## config.mk

```make
export PLATFORM = sky130hd
export DESIGN_NAME = pipe_ctrl_flat
export DESIGN_NICKNAME = d
export VERILOG_FILES = /design/src/rtl/pipe_pkg.sv /design/src/rtl/pipe_ctrl_if.sv /design/src/rtl/pipe_scoreboard.sv /design/src/rtl/pipe_ctrl.sv /design/src/flat_wrapper.sv
export SDC_FILE = /design/constraint.sdc
export NUM_CORES = 1
export LEC_CHECK = 0
export ABC_AREA = 1
export BUFFER_PORTS_ARGS = -buffer_cell sky130_fd_sc_hd__clkbuf_2
export CAP_MARGIN = 15
export CORE_MARGIN = 5
export CORE_UTILIZATION = 55
export CTS_BUF_LIST = sky130_fd_sc_hd__clkbuf_8 sky130_fd_sc_hd__clkbuf_16
export DETAILED_ROUTE_END_ITERATION = 7
export GPL_TIMING_DRIVEN = 0
export PLACE_DENSITY = 0.83
export SLEW_MARGIN = 20
export SYNTH_ARGS = -nofsm -noshare
export SYNTH_HDL_FRONTEND = slang
export SYNTH_SLANG_ARGS = --single-unit
```

## constraint.sdc

```tcl
create_clock -name clk -period 2.5 [get_ports clk]
set_input_delay 0.25 -clock clk [delete_from_list [all_inputs] [get_ports clk]]
set_output_delay 0.25 -clock clk [all_outputs]
set_load 0.02 [all_outputs]
```

## src/rtl/pipe_pkg.sv

```systemverilog
// pipe_pkg
//   Shared definitions for the pipeline hazard controller: FSM state
//   encodings, default scoreboard depth and the scoreboard entry type.
package pipe_pkg;

  localparam int SB_DEPTH_DEF = 3;

  typedef enum logic [1:0] {
    ST_RUN   = 2'd0,
    ST_HAZ   = 2'd1,
    ST_MEMW  = 2'd2,
    ST_FLUSH = 2'd3
  } pipe_state_e;

  typedef struct packed {
    logic       valid;
    logic [4:0] dest;
  } sb_entry_t;

endpackage

```

## src/rtl/pipe_ctrl_if.sv

```systemverilog
// pipe_ctrl_if
//   Bundles the ID-stage request, branch/memory status and the pipeline
//   control outputs of pipe_ctrl.
//   master : drives ID/branch/memory status, observes controls (pipeline side)
//   slave  : the controller itself
interface pipe_ctrl_if #(
  parameter int CNT_W = 16
);
  logic             id_valid;
  logic [4:0]       id_rs;
  logic [4:0]       id_rt;
  logic             id_use_rs;
  logic             id_use_rt;
  logic [4:0]       id_dest;
  logic             id_regwrite;
  logic             br_taken;
  logic             mem_busy;

  logic             pc_we;
  logic             ifid_we;
  logic             ifid_flush;
  logic             idex_bubble;
  logic             pipe_freeze;
  logic [1:0]       state;
  logic [CNT_W-1:0] stall_cnt;
  logic [CNT_W-1:0] flush_cnt;

  modport master (
    output id_valid, id_rs, id_rt, id_use_rs, id_use_rt, id_dest, id_regwrite,
           br_taken, mem_busy,
    input  pc_we, ifid_we, ifid_flush, idex_bubble, pipe_freeze, state,
           stall_cnt, flush_cnt
  );

  modport slave (
    input  id_valid, id_rs, id_rt, id_use_rs, id_use_rt, id_dest, id_regwrite,
           br_taken, mem_busy,
    output pc_we, ifid_we, ifid_flush, idex_bubble, pipe_freeze, state,
           stall_cnt, flush_cnt
  );
endinterface

```

## src/rtl/pipe_scoreboard.sv

```systemverilog
// pipe_scoreboard
//   Tracks destination registers of in-flight writes. Entry 0 is EX, the
//   last entry is WB. Each non-hold cycle shifts toward WB (dropping the WB
//   entry) and loads i_entry into entry 0.
//   Ports: clk, reset (async, active-high), i_hold (freeze contents),
//          i_entry (new EX entry), i_rs/i_rt (lookup registers),
//          o_match_rs/o_match_rt (lookup hits a valid entry).
module pipe_scoreboard
  import pipe_pkg::*;
#(
  parameter int SB_DEPTH = SB_DEPTH_DEF
) (
  input  logic       clk,
  input  logic       reset,
  input  logic       i_hold,
  input  sb_entry_t  i_entry,
  input  logic [4:0] i_rs,
  input  logic [4:0] i_rt,
  output logic       o_match_rs,
  output logic       o_match_rt
);

  sb_entry_t r_sb [SB_DEPTH];

  always_ff @(posedge clk or posedge reset) begin
    if (reset) begin
      for (int i = 0; i < SB_DEPTH; i++) r_sb[i] <= '0;
    end else if (!i_hold) begin
      for (int i = SB_DEPTH - 1; i > 0; i--) r_sb[i] <= r_sb[i-1];
      r_sb[0] <= i_entry;
    end
  end

  always_comb begin
    o_match_rs = 1'b0;
    o_match_rt = 1'b0;
    for (int i = 0; i < SB_DEPTH; i++) begin
      if (r_sb[i].valid && (r_sb[i].dest == i_rs)) o_match_rs = 1'b1;
      if (r_sb[i].valid && (r_sb[i].dest == i_rt)) o_match_rt = 1'b1;
    end
  end

endmodule

```

## src/rtl/pipe_ctrl.sv

```systemverilog
// pipe_ctrl
//   In-order pipeline hazard controller without forwarding. Classifies each
//   cycle (mem_busy > br_taken > RAW hazard > run), drives the pipeline
//   enables combinationally, and keeps saturating stall/flush counters.
//   Ports: clk, reset (async, active-high), bus (pipe_ctrl_if.slave).
//
//   state | meaning
//   RUN   | previous cycle advanced normally
//   HAZ   | previous cycle stalled ID on a RAW hazard
//   MEMW  | previous cycle froze the pipe for data memory
//   FLUSH | previous cycle squashed younger work on a taken branch
module pipe_ctrl
  import pipe_pkg::*;
#(
  parameter int SB_DEPTH = SB_DEPTH_DEF,
  parameter int CNT_W    = 16
) (
  input  logic       clk,
  input  logic       reset,
  pipe_ctrl_if.slave bus
);

  localparam logic [CNT_W-1:0] CNT_MAX = '1;

  pipe_state_e      r_state;
  pipe_state_e      w_class;
  logic [CNT_W-1:0] r_stall_cnt;
  logic [CNT_W-1:0] r_flush_cnt;
  logic             w_match_rs;
  logic             w_match_rt;
  logic             w_hazard;
  logic             w_sb_hold;
  sb_entry_t        w_sb_entry;
  logic             w_pc_we;
  logic             w_ifid_we;
  logic             w_ifid_flush;
  logic             w_idex_bubble;
  logic             w_pipe_freeze;

  pipe_scoreboard #(.SB_DEPTH(SB_DEPTH)) u_sb (
    .clk        (clk),
    .reset      (reset),
    .i_hold     (w_sb_hold),
    .i_entry    (w_sb_entry),
    .i_rs       (bus.id_rs),
    .i_rt       (bus.id_rt),
    .o_match_rs (w_match_rs),
    .o_match_rt (w_match_rt)
  );

  // r0 is hardwired zero, so reading it can never be a hazard.
  assign w_hazard = bus.id_valid &&
                    ((bus.id_use_rs && (bus.id_rs != 5'd0) && w_match_rs) ||
                     (bus.id_use_rt && (bus.id_rt != 5'd0) && w_match_rt));

  always_comb begin
    w_class = ST_RUN;
    if (bus.mem_busy)      w_class = ST_MEMW;
    else if (bus.br_taken) w_class = ST_FLUSH;
    else if (w_hazard)     w_class = ST_HAZ;
  end

  // Only a normally issuing instruction enters EX; stalls and flushes push
  // a bubble so older entries keep retiring.
  always_comb begin
    w_sb_hold        = (w_class == ST_MEMW);
    w_sb_entry.valid = 1'b0;
    w_sb_entry.dest  = 5'd0;
    if (w_class == ST_RUN) begin
      w_sb_entry.valid = bus.id_valid && bus.id_regwrite && (bus.id_dest != 5'd0);
      w_sb_entry.dest  = bus.id_dest;
    end
  end

  always_comb begin
    w_pc_we       = 1'b0;
    w_ifid_we     = 1'b0;
    w_ifid_flush  = 1'b0;
    w_idex_bubble = 1'b0;
    w_pipe_freeze = 1'b0;
    if (reset) begin
      w_ifid_flush  = 1'b1;
      w_idex_bubble = 1'b1;
    end else begin
      unique case (w_class)
        ST_MEMW:  w_pipe_freeze = 1'b1;
        ST_FLUSH: begin
          w_pc_we       = 1'b1;
          w_ifid_we     = 1'b1;
          w_ifid_flush  = 1'b1;
          w_idex_bubble = 1'b1;
        end
        ST_HAZ:   w_idex_bubble = 1'b1;
        default: begin
          w_pc_we   = 1'b1;
          w_ifid_we = 1'b1;
        end
      endcase
    end
  end

  always_ff @(posedge clk or posedge reset) begin
    if (reset) begin
      r_state     <= ST_RUN;
      r_stall_cnt <= '0;
      r_flush_cnt <= '0;
    end else begin
      r_state <= w_class;
      if (((w_class == ST_HAZ) || (w_class == ST_MEMW)) && (r_stall_cnt != CNT_MAX))
        r_stall_cnt <= r_stall_cnt + 1'b1;
      if ((w_class == ST_FLUSH) && (r_flush_cnt != CNT_MAX))
        r_flush_cnt <= r_flush_cnt + 1'b1;
    end
  end

  assign bus.pc_we       = w_pc_we;
  assign bus.ifid_we     = w_ifid_we;
  assign bus.ifid_flush  = w_ifid_flush;
  assign bus.idex_bubble = w_idex_bubble;
  assign bus.pipe_freeze = w_pipe_freeze;
  assign bus.state       = r_state;
  assign bus.stall_cnt   = r_stall_cnt;
  assign bus.flush_cnt   = r_flush_cnt;

endmodule

```

## src/flat_wrapper.sv

```systemverilog
// flat-port wrapper written by rule: the top's interface ports become plain ports
module pipe_ctrl_flat import pipe_pkg::*;
#(
  parameter int SB_DEPTH = SB_DEPTH_DEF,
  parameter int CNT_W    = 16
)
  (clk, reset, bus_id_valid, bus_id_rs, bus_id_rt, bus_id_use_rs, bus_id_use_rt, bus_id_dest, bus_id_regwrite, bus_br_taken, bus_mem_busy, bus_pc_we, bus_ifid_we, bus_ifid_flush, bus_idex_bubble, bus_pipe_freeze, bus_state, bus_stall_cnt, bus_flush_cnt);
  pipe_ctrl_if #(.CNT_W(CNT_W)) bus_i ();
  input  logic clk;
  input  logic reset;
  input wire logic [$bits(bus_i.id_valid)-1:0] bus_id_valid;
  input wire logic [$bits(bus_i.id_rs)-1:0] bus_id_rs;
  input wire logic [$bits(bus_i.id_rt)-1:0] bus_id_rt;
  input wire logic [$bits(bus_i.id_use_rs)-1:0] bus_id_use_rs;
  input wire logic [$bits(bus_i.id_use_rt)-1:0] bus_id_use_rt;
  input wire logic [$bits(bus_i.id_dest)-1:0] bus_id_dest;
  input wire logic [$bits(bus_i.id_regwrite)-1:0] bus_id_regwrite;
  input wire logic [$bits(bus_i.br_taken)-1:0] bus_br_taken;
  input wire logic [$bits(bus_i.mem_busy)-1:0] bus_mem_busy;
  output wire logic [$bits(bus_i.pc_we)-1:0] bus_pc_we;
  output wire logic [$bits(bus_i.ifid_we)-1:0] bus_ifid_we;
  output wire logic [$bits(bus_i.ifid_flush)-1:0] bus_ifid_flush;
  output wire logic [$bits(bus_i.idex_bubble)-1:0] bus_idex_bubble;
  output wire logic [$bits(bus_i.pipe_freeze)-1:0] bus_pipe_freeze;
  output wire logic [$bits(bus_i.state)-1:0] bus_state;
  output wire logic [$bits(bus_i.stall_cnt)-1:0] bus_stall_cnt;
  output wire logic [$bits(bus_i.flush_cnt)-1:0] bus_flush_cnt;
  assign bus_i.id_valid = bus_id_valid;
  assign bus_i.id_rs = bus_id_rs;
  assign bus_i.id_rt = bus_id_rt;
  assign bus_i.id_use_rs = bus_id_use_rs;
  assign bus_i.id_use_rt = bus_id_use_rt;
  assign bus_i.id_dest = bus_id_dest;
  assign bus_i.id_regwrite = bus_id_regwrite;
  assign bus_i.br_taken = bus_br_taken;
  assign bus_i.mem_busy = bus_mem_busy;
  assign bus_pc_we = bus_i.pc_we;
  assign bus_ifid_we = bus_i.ifid_we;
  assign bus_ifid_flush = bus_i.ifid_flush;
  assign bus_idex_bubble = bus_i.idex_bubble;
  assign bus_pipe_freeze = bus_i.pipe_freeze;
  assign bus_state = bus_i.state;
  assign bus_stall_cnt = bus_i.stall_cnt;
  assign bus_flush_cnt = bus_i.flush_cnt;
  pipe_ctrl #(.SB_DEPTH(SB_DEPTH), .CNT_W(CNT_W)) u_core (.clk(clk), .reset(reset), .bus(bus_i));
endmodule
```

== Word-level counts from Yosys, hierarchy flattened ==
Index checks and enable logic that the tools add are counted.
Word-level totals
  bits in registers: 52
  output and inout bits: 39
  word-level logic and storage cells: 63
  input bits: 23
Cells by class
  equality and inequality tests: 11
  add/subtract/negate cells: 2
  reductions and logical operators: 23
  multiplexer cells: 18
Operators with widths (number)
  $add A16 B1 Y16 const B: 2
  $ne A16 B16 Y1 const B: 2
  $eq A5 B5 Y1: 6
  $logic_and A1 B1 Y1: 15
  $mux W1: 15
  $reduce_bool A5 Y1: 3
  $mux W6: 1
  $eq A2 B2 Y1 const B: 2
  $mux W2: 2
  $reduce_or A2 Y1: 2
  $eq A2 B1 Y1 const B: 1
  $logic_not A2 Y1: 1
  $logic_or A1 B1 Y1: 2

== Logic depth before layout (Yosys ltp) ==
  depth in word-level cells: 15
  gate-level depth with buffers: 16
  gate-level depth less buffers: 16

== Modules after synthesis ==
From an unflattened synthesis, not the netlist that was laid out.
Unflattened totals
  cells, all modules: 540
  area total of the unflattened synthesis: 3479.6 um^2
Modules (own cells, without submodules)
  pipe_ctrl: cells each 342, instances 1, area an instance 2293.4 um^2, sequential area each 850.8 um^2
  pipe_scoreboard: cells each 198, instances 1, area an instance 1186.1 um^2, sequential area each 450.4 um^2

== Worst setup path before layout ==
No wires, ideal clock.
  path type: flip-flop to output port
  from: reg u_core.u_sb.r_sb[8] (netlist bit)
  to: out bus_pc_we
  stages on the path, launching flop included: 13
  data arrival time: 1.775 ns
  path slack: 0.475 ns
  data required time: 2.250 ns
  path through: dfrtp_1 > inv_1 > o21ai_0 > nor2_1 > nand3_1 > nand3_1 > nand2_1 > nand2_1 > a21oi_1 > ha_1 > inv_1 > nor2_1 > buf_4
On the way
  longest elaborated chain between the ends: 14
RTL lines
  from (decl): line pipe_scoreboard.sv:23  | sb_entry_t r_sb [SB_DEPTH];
  $eq A5 B5 Y1 (on tied branches): line pipe_scoreboard.sv:38, pipe_scoreboard.sv:39
  $logic_and A1 B1 Y1 (on tied branches): line pipe_scoreboard.sv:38, pipe_scoreboard.sv:39
  $mux W1 (on tied branches) (2 in a row): line pipe_scoreboard.sv:38, pipe_scoreboard.sv:39
  $logic_and A1 B1 Y1 (on tied branches): line pipe_ctrl.sv:53, pipe_ctrl.sv:54
  $logic_or A1 B1 Y1 (*): line pipe_ctrl.sv:53  | ((bus.id_use_rs && (bus.id_rs != 5'd0) && w_match_rs) ||
  $logic_and A1 B1 Y1 (*): line pipe_ctrl.sv:52  | assign w_hazard = bus.id_valid &&
  $mux W1 (*): line pipe_ctrl.sv:60  | else if (w_hazard) w_class = ST_HAZ;
  $mux W2 (*): line pipe_ctrl.sv:59  | else if (bus.br_taken) w_class = ST_FLUSH;
  $mux W2 (*): line pipe_ctrl.sv:58  | if (bus.mem_busy) w_class = ST_MEMW;
  $eq A2 B2 Y1 or $eq A2 B1 Y1 (tied branches)
  $reduce_or A2 Y1 (no source line) (*)
  $mux W1 (*) (2 in a row)
  to (decl): line flat_wrapper.sv:20  | output wire logic [$bits(bus_i.pc_we)-1:0] bus_pc_we;
Every way passes the cells marked *; elsewhere a longest branch is shown, timed or not.

== Worst setup path in the final report ==
  from: reg u_core.u_sb.r_sb[1] (netlist bit)
  to: out bus_pipe_freeze
On the way
  longest elaborated chain between the ends: 12
RTL lines
  $eq A5 B5 Y1 (on tied branches): line pipe_scoreboard.sv:38, pipe_scoreboard.sv:39
  $logic_and A1 B1 Y1 (on tied branches): line pipe_scoreboard.sv:38, pipe_scoreboard.sv:39
  $mux W1 (on tied branches): line pipe_scoreboard.sv:38, pipe_scoreboard.sv:39
  $logic_and A1 B1 Y1 (on tied branches): line pipe_ctrl.sv:53, pipe_ctrl.sv:54
  $logic_or A1 B1 Y1 (*): line pipe_ctrl.sv:53
  $logic_and A1 B1 Y1 (*): line pipe_ctrl.sv:52
  $mux W1 (*): line pipe_ctrl.sv:60
  $mux W2 (*): line pipe_ctrl.sv:59
  $mux W2 (*): line pipe_ctrl.sv:58
  $eq A2 B2 Y1 (*): line pipe_ctrl.sv:85  | unique case (w_class)
  $mux W1 (*): line pipe_ctrl.sv:85
  $mux W1 (*): line pipe_ctrl.sv:81  | if (reset) begin
  to (decl): line flat_wrapper.sv:24  | output wire logic [$bits(bus_i.pipe_freeze)-1:0] bus_pipe_freeze;
Marks and branches as above.

==> metrics.csv <==
stage,metric,value,unit
power_and_ir_drop,Clock power frac,20.4,%
setup_path,Crit path buffers/inverters,3,
grt,vias in the first global route,2830,
die,die area,7115,sq um
sta,Tightest Pin Transition,0.6213,ns
die,core box area,5439,sq um
power_and_ir_drop,Int Power,1.420,mW
clocking,clock latency on the worst-skew pair,0.31,ns
detailed_routing,final wirelength,7701,um
cells_and_area,highest-count cells in the layout ignoring fill and taps,"156 x nand2_1, 60 x clkbuf_2, 55 x nor2_1",
clocking,Num CTS Buffers,5,
detailed_routing,detailed-router iteration count before antenna repair,4,
place,global placement routability congestion,0.9041,
setup_path,"delay-heaviest family, CP",simple AND/OR/NAND/NOR gates,
power_and_ir_drop,Combinational Power Share,30.3,%
detailed_routing,routed length per placed instance,13.32,um
setup_path,crit-path cells,inv_1 -> nand2_1 -> o21ai_1 -> nor2_1 -> nand3_1 -> nand3_1 -> nand2_1 -> nand2_2 -> a21oi_4 -> ha_4 -> clkinvlp_4 -> nor2_1 -> clkbuf_2,
setup_path,worst path required time,2.25,ns
place,Port Buffer Count,61,
setup_path,CP startpoint kind,flop,
die,die width,84.35,um
power_and_ir_drop,Flop pwr share,49.3,%
power_and_ir_drop,net switching power,905.4,uW
place,placed cells,566,
setup_path,slowest CP cell,dfrtp_1,
setup_path,cell count along the critical path,13,
cells_and_area,Nets,532,
place,post-DP HPWL,5833,um
sta,final hold violations,0,
die,row count,27,
setup_path,CP arrival,2.13,ns
detailed_routing,DR iter-0 viols,154,
die,number of I/O pins,62,
cells_and_area,# fillers,477,
power_and_ir_drop,Max VDD drop,0.5531,mV
clocking,clk buf depth,2,
power_and_ir_drop,PnR Total Power,2.326,mW
synthesis,Cells after Synth,432,
sta,min Tclk post-route,2.383,ns
grt,initial antenna violation count,0,
detailed_routing,Vias/cell,5.118,
detailed_routing,via count,2958,
setup_path,Critical Path Max Stage Delay,0.42,ns
cells_and_area,Diodes inserted,0,
die,Die H,84.35,um
setup_path,path depth of the worst reg2reg path,15,
sta,final period utilization,95.30,%
run,MaxCap Viol Count,0,
sta,Fmax,0.4197,GHz
power_and_ir_drop,PwrDens,639.8,nW/um^2
sta,slew margin rel.,58.52,%
setup_path,Crit Path Category,flop to output pin,
sta,Max Slew Vio Count,0,
sta,Clock Skew,0.008446,ns
clocking,clk slew on worst S/H paths,0.10,ns
grt,gr ovfl total,0,
power_and_ir_drop,Switching Share,38.93,%
clocking,clock sinks,52,
grt,GRT Resource Usage Total,22.30,%
power_and_ir_drop,static leakage,1.911,nW
clocking,TritonCTS clock tree,yes,
sta,endpoints failing setup,0,
setup_path,Critical Path Fanout Max,6,
synthesis,Synth Warn #,0,
grt,first-pass GRT wire length,13030,um
cells_and_area,final std cells w/o fill,578,
synthesis,Post-Syn Area per Cell,7.038,sq um
synthesis,Synthesized Nets,459,
cells_and_area,"most common cell after layout, fill and taps aside",nand2_1,
min_path,Hold Path Class,primary input to asynchronous set/reset pin,
synthesis,register area share after synthesis,42.80,%
clocking,CTS root buf,clkbuf_8,
synthesis,synth unique cells,23,
synthesis,synthesis-stage register bit count,52,
cells_and_area,share of cells above drive strength 1,18.77,%
synthesis,Post-Syn Area,3040,sq um
status,status,completed,
detailed_routing,final antenna-violating net count,0,
die,Starting Density,55.90,%
clocking,CTS H-tree depth,2,
setup_path,Worst setup EP type,output pin,
grt,largest net degree at the start of global routing,29,
detailed_routing,DRC errors left,0,
cells_and_area,Layout area overhead,19.55,%
==> registers in the layout, indices dropped and copies added, names as in the netlist <==
signal and flops:
u_core.bus.stall_cnt 16, u_core.u_sb.r_sb 18, u_core.bus.flush_cnt 16, u_core.bus.state 2
==> final cells by class <==
class | count | area (sq um) | share of cell area [%]
Multi-Input combinational cell | 320 | 1531 | 42.13
Sequential cell | 52 | 1301 | 35.80
Timing Repair Buffer | 66 | 369.1 | 10.15
Inverter | 55 | 212.7 | 5.852
Tap cell | 72 | 90.09 | 2.478
Clock buffer | 5 | 68.82 | 1.893
Buffer | 5 | 41.29 | 1.136
Clock inverter | 3 | 20.02 | 0.5508
==> cells in the mapped netlist <==
cell type  instances  area, sq um
a21oi_1            1        5.000
clkbuf_1           2        7.510
nand3_1           19        95.09
o21ai_0           28        140.1
nor2_4             1        11.26
nand3b_1           1        7.510
xor2_1            15        131.4
nor3_1             6        30.03
xnor2_1           11        96.34
nand2_2            5        31.28
inv_2              1        3.750
o22ai_1            2        12.51
nor2_1            57        214.0
nor4_1             1        6.260
nand4_1           10        62.56
buf_6              2        22.52
dfrtp_1           52         1301
inv_1             53        198.9
inv_4              1        6.260
ha_1               4        50.05
buf_4              1        7.510
nor2_2             1        6.260
nand2_1          158        593.1
==> power groups by stage <==
stage / registers (mW) / logic, mW / clock network, mW
after global routing: 1.18 / 0.778 / 0.526
after detailed placement: 1.15 / 0.684 / 0
after global placement: 1.15 / 0.651 / 0
final: 1.15 / 0.704 / 0.476
after CTS: 1.14 / 0.695 / 0.489
after floorplan: 1.25 / 0.334 / 0
==> through the flow <==
step                setup slack (ns)  instance area [sq um]  hold slack [ns]  utilization, %  setup TNS [ns]
finish                        0.1174                   3635          0.05690           66.83               0
global route                -0.01993                   3635           0.1042           66.83        -0.02589
CTS                          0.01514                   3582          0.05465           65.86               0
detailed placement            0.1337                   3463           0.3833           63.68               0
global placement              0.1368                   3436           0.4980           63.17               0
floorplan                     0.4751                   3040           0.3710               -               0
==> final timing paths <==
check                      slack [ns]                startpoint                        to
setup reg to reg                 0.24       u_core.u_sb.r_sb[1]   u_core.bus.stall_cnt[8]
min in group clk                 0.18            bus_id_dest[1]      u_core.u_sb.r_sb[13]
hold / removal                   0.06                     reset       u_core.bus.state[0]
max in group asynchronous        1.91                     reset  u_core.bus.stall_cnt[14]
setup / recovery                 0.12       u_core.u_sb.r_sb[1]           bus_pipe_freeze
hold reg to reg                  0.53  u_core.bus.flush_cnt[12]  u_core.bus.flush_cnt[12]
==> worst reg2reg max path, cell delays in order, from the launching register on <==
cell and delay (ns):
dfrtp_1 0.42, inv_1 0.09, nand2_1 0.06, o21ai_1 0.11, nor2_1 0.06, nand3_1 0.07
nand3_1 0.08, nand2_1 0.07, nand2_2 0.09, a21oi_4 0.20, ha_4 0.22, inv_2 0.09
nand2_2 0.08, nor2_1 0.27, nand2_1 0.13, xnor2_1 0.14
==> kinds of logic (layout without fill, tap and decap cells) <==
kind of cell | Yosys count | in the layout | share of synthesized area (%)
AND/OR/NAND/NOR | 259 | 259 | 34.77
buffers and inverters | 60 | 134 | 8.107
flip-flops | 52 | 52 | 42.80
AO/OA/AOI/OAI | 31 | 31 | 5.185
XOR/XNOR | 26 | 26 | 7.490
adder cells (fa/ha/maj) | 4 | 4 | 1.646
==> timing repair <==
item,4_1_cts,5_1_grt
buffers inserted,2,2
hold buffers,0,0
endpoints found under the setup margin,2,10
pin swaps,0,6
gates resized for setup,7,10
==> routing by layer <==
| layer | vias to the layer above | track usage [%] | share of wire [%] |
|---|---|---|---|
| li1 | 1471 | - | - |
| met1 | 1356 | 30.31 | 45 |
| met2 | 106 | 35.65 | 47 |
| met3 | 25 | 3.827 | 5.7 |
| met4 | 0 | 8.777 | 2.7 |
| met5 | - | 0 | 0 |
Power figures use the tool's default switching activity.
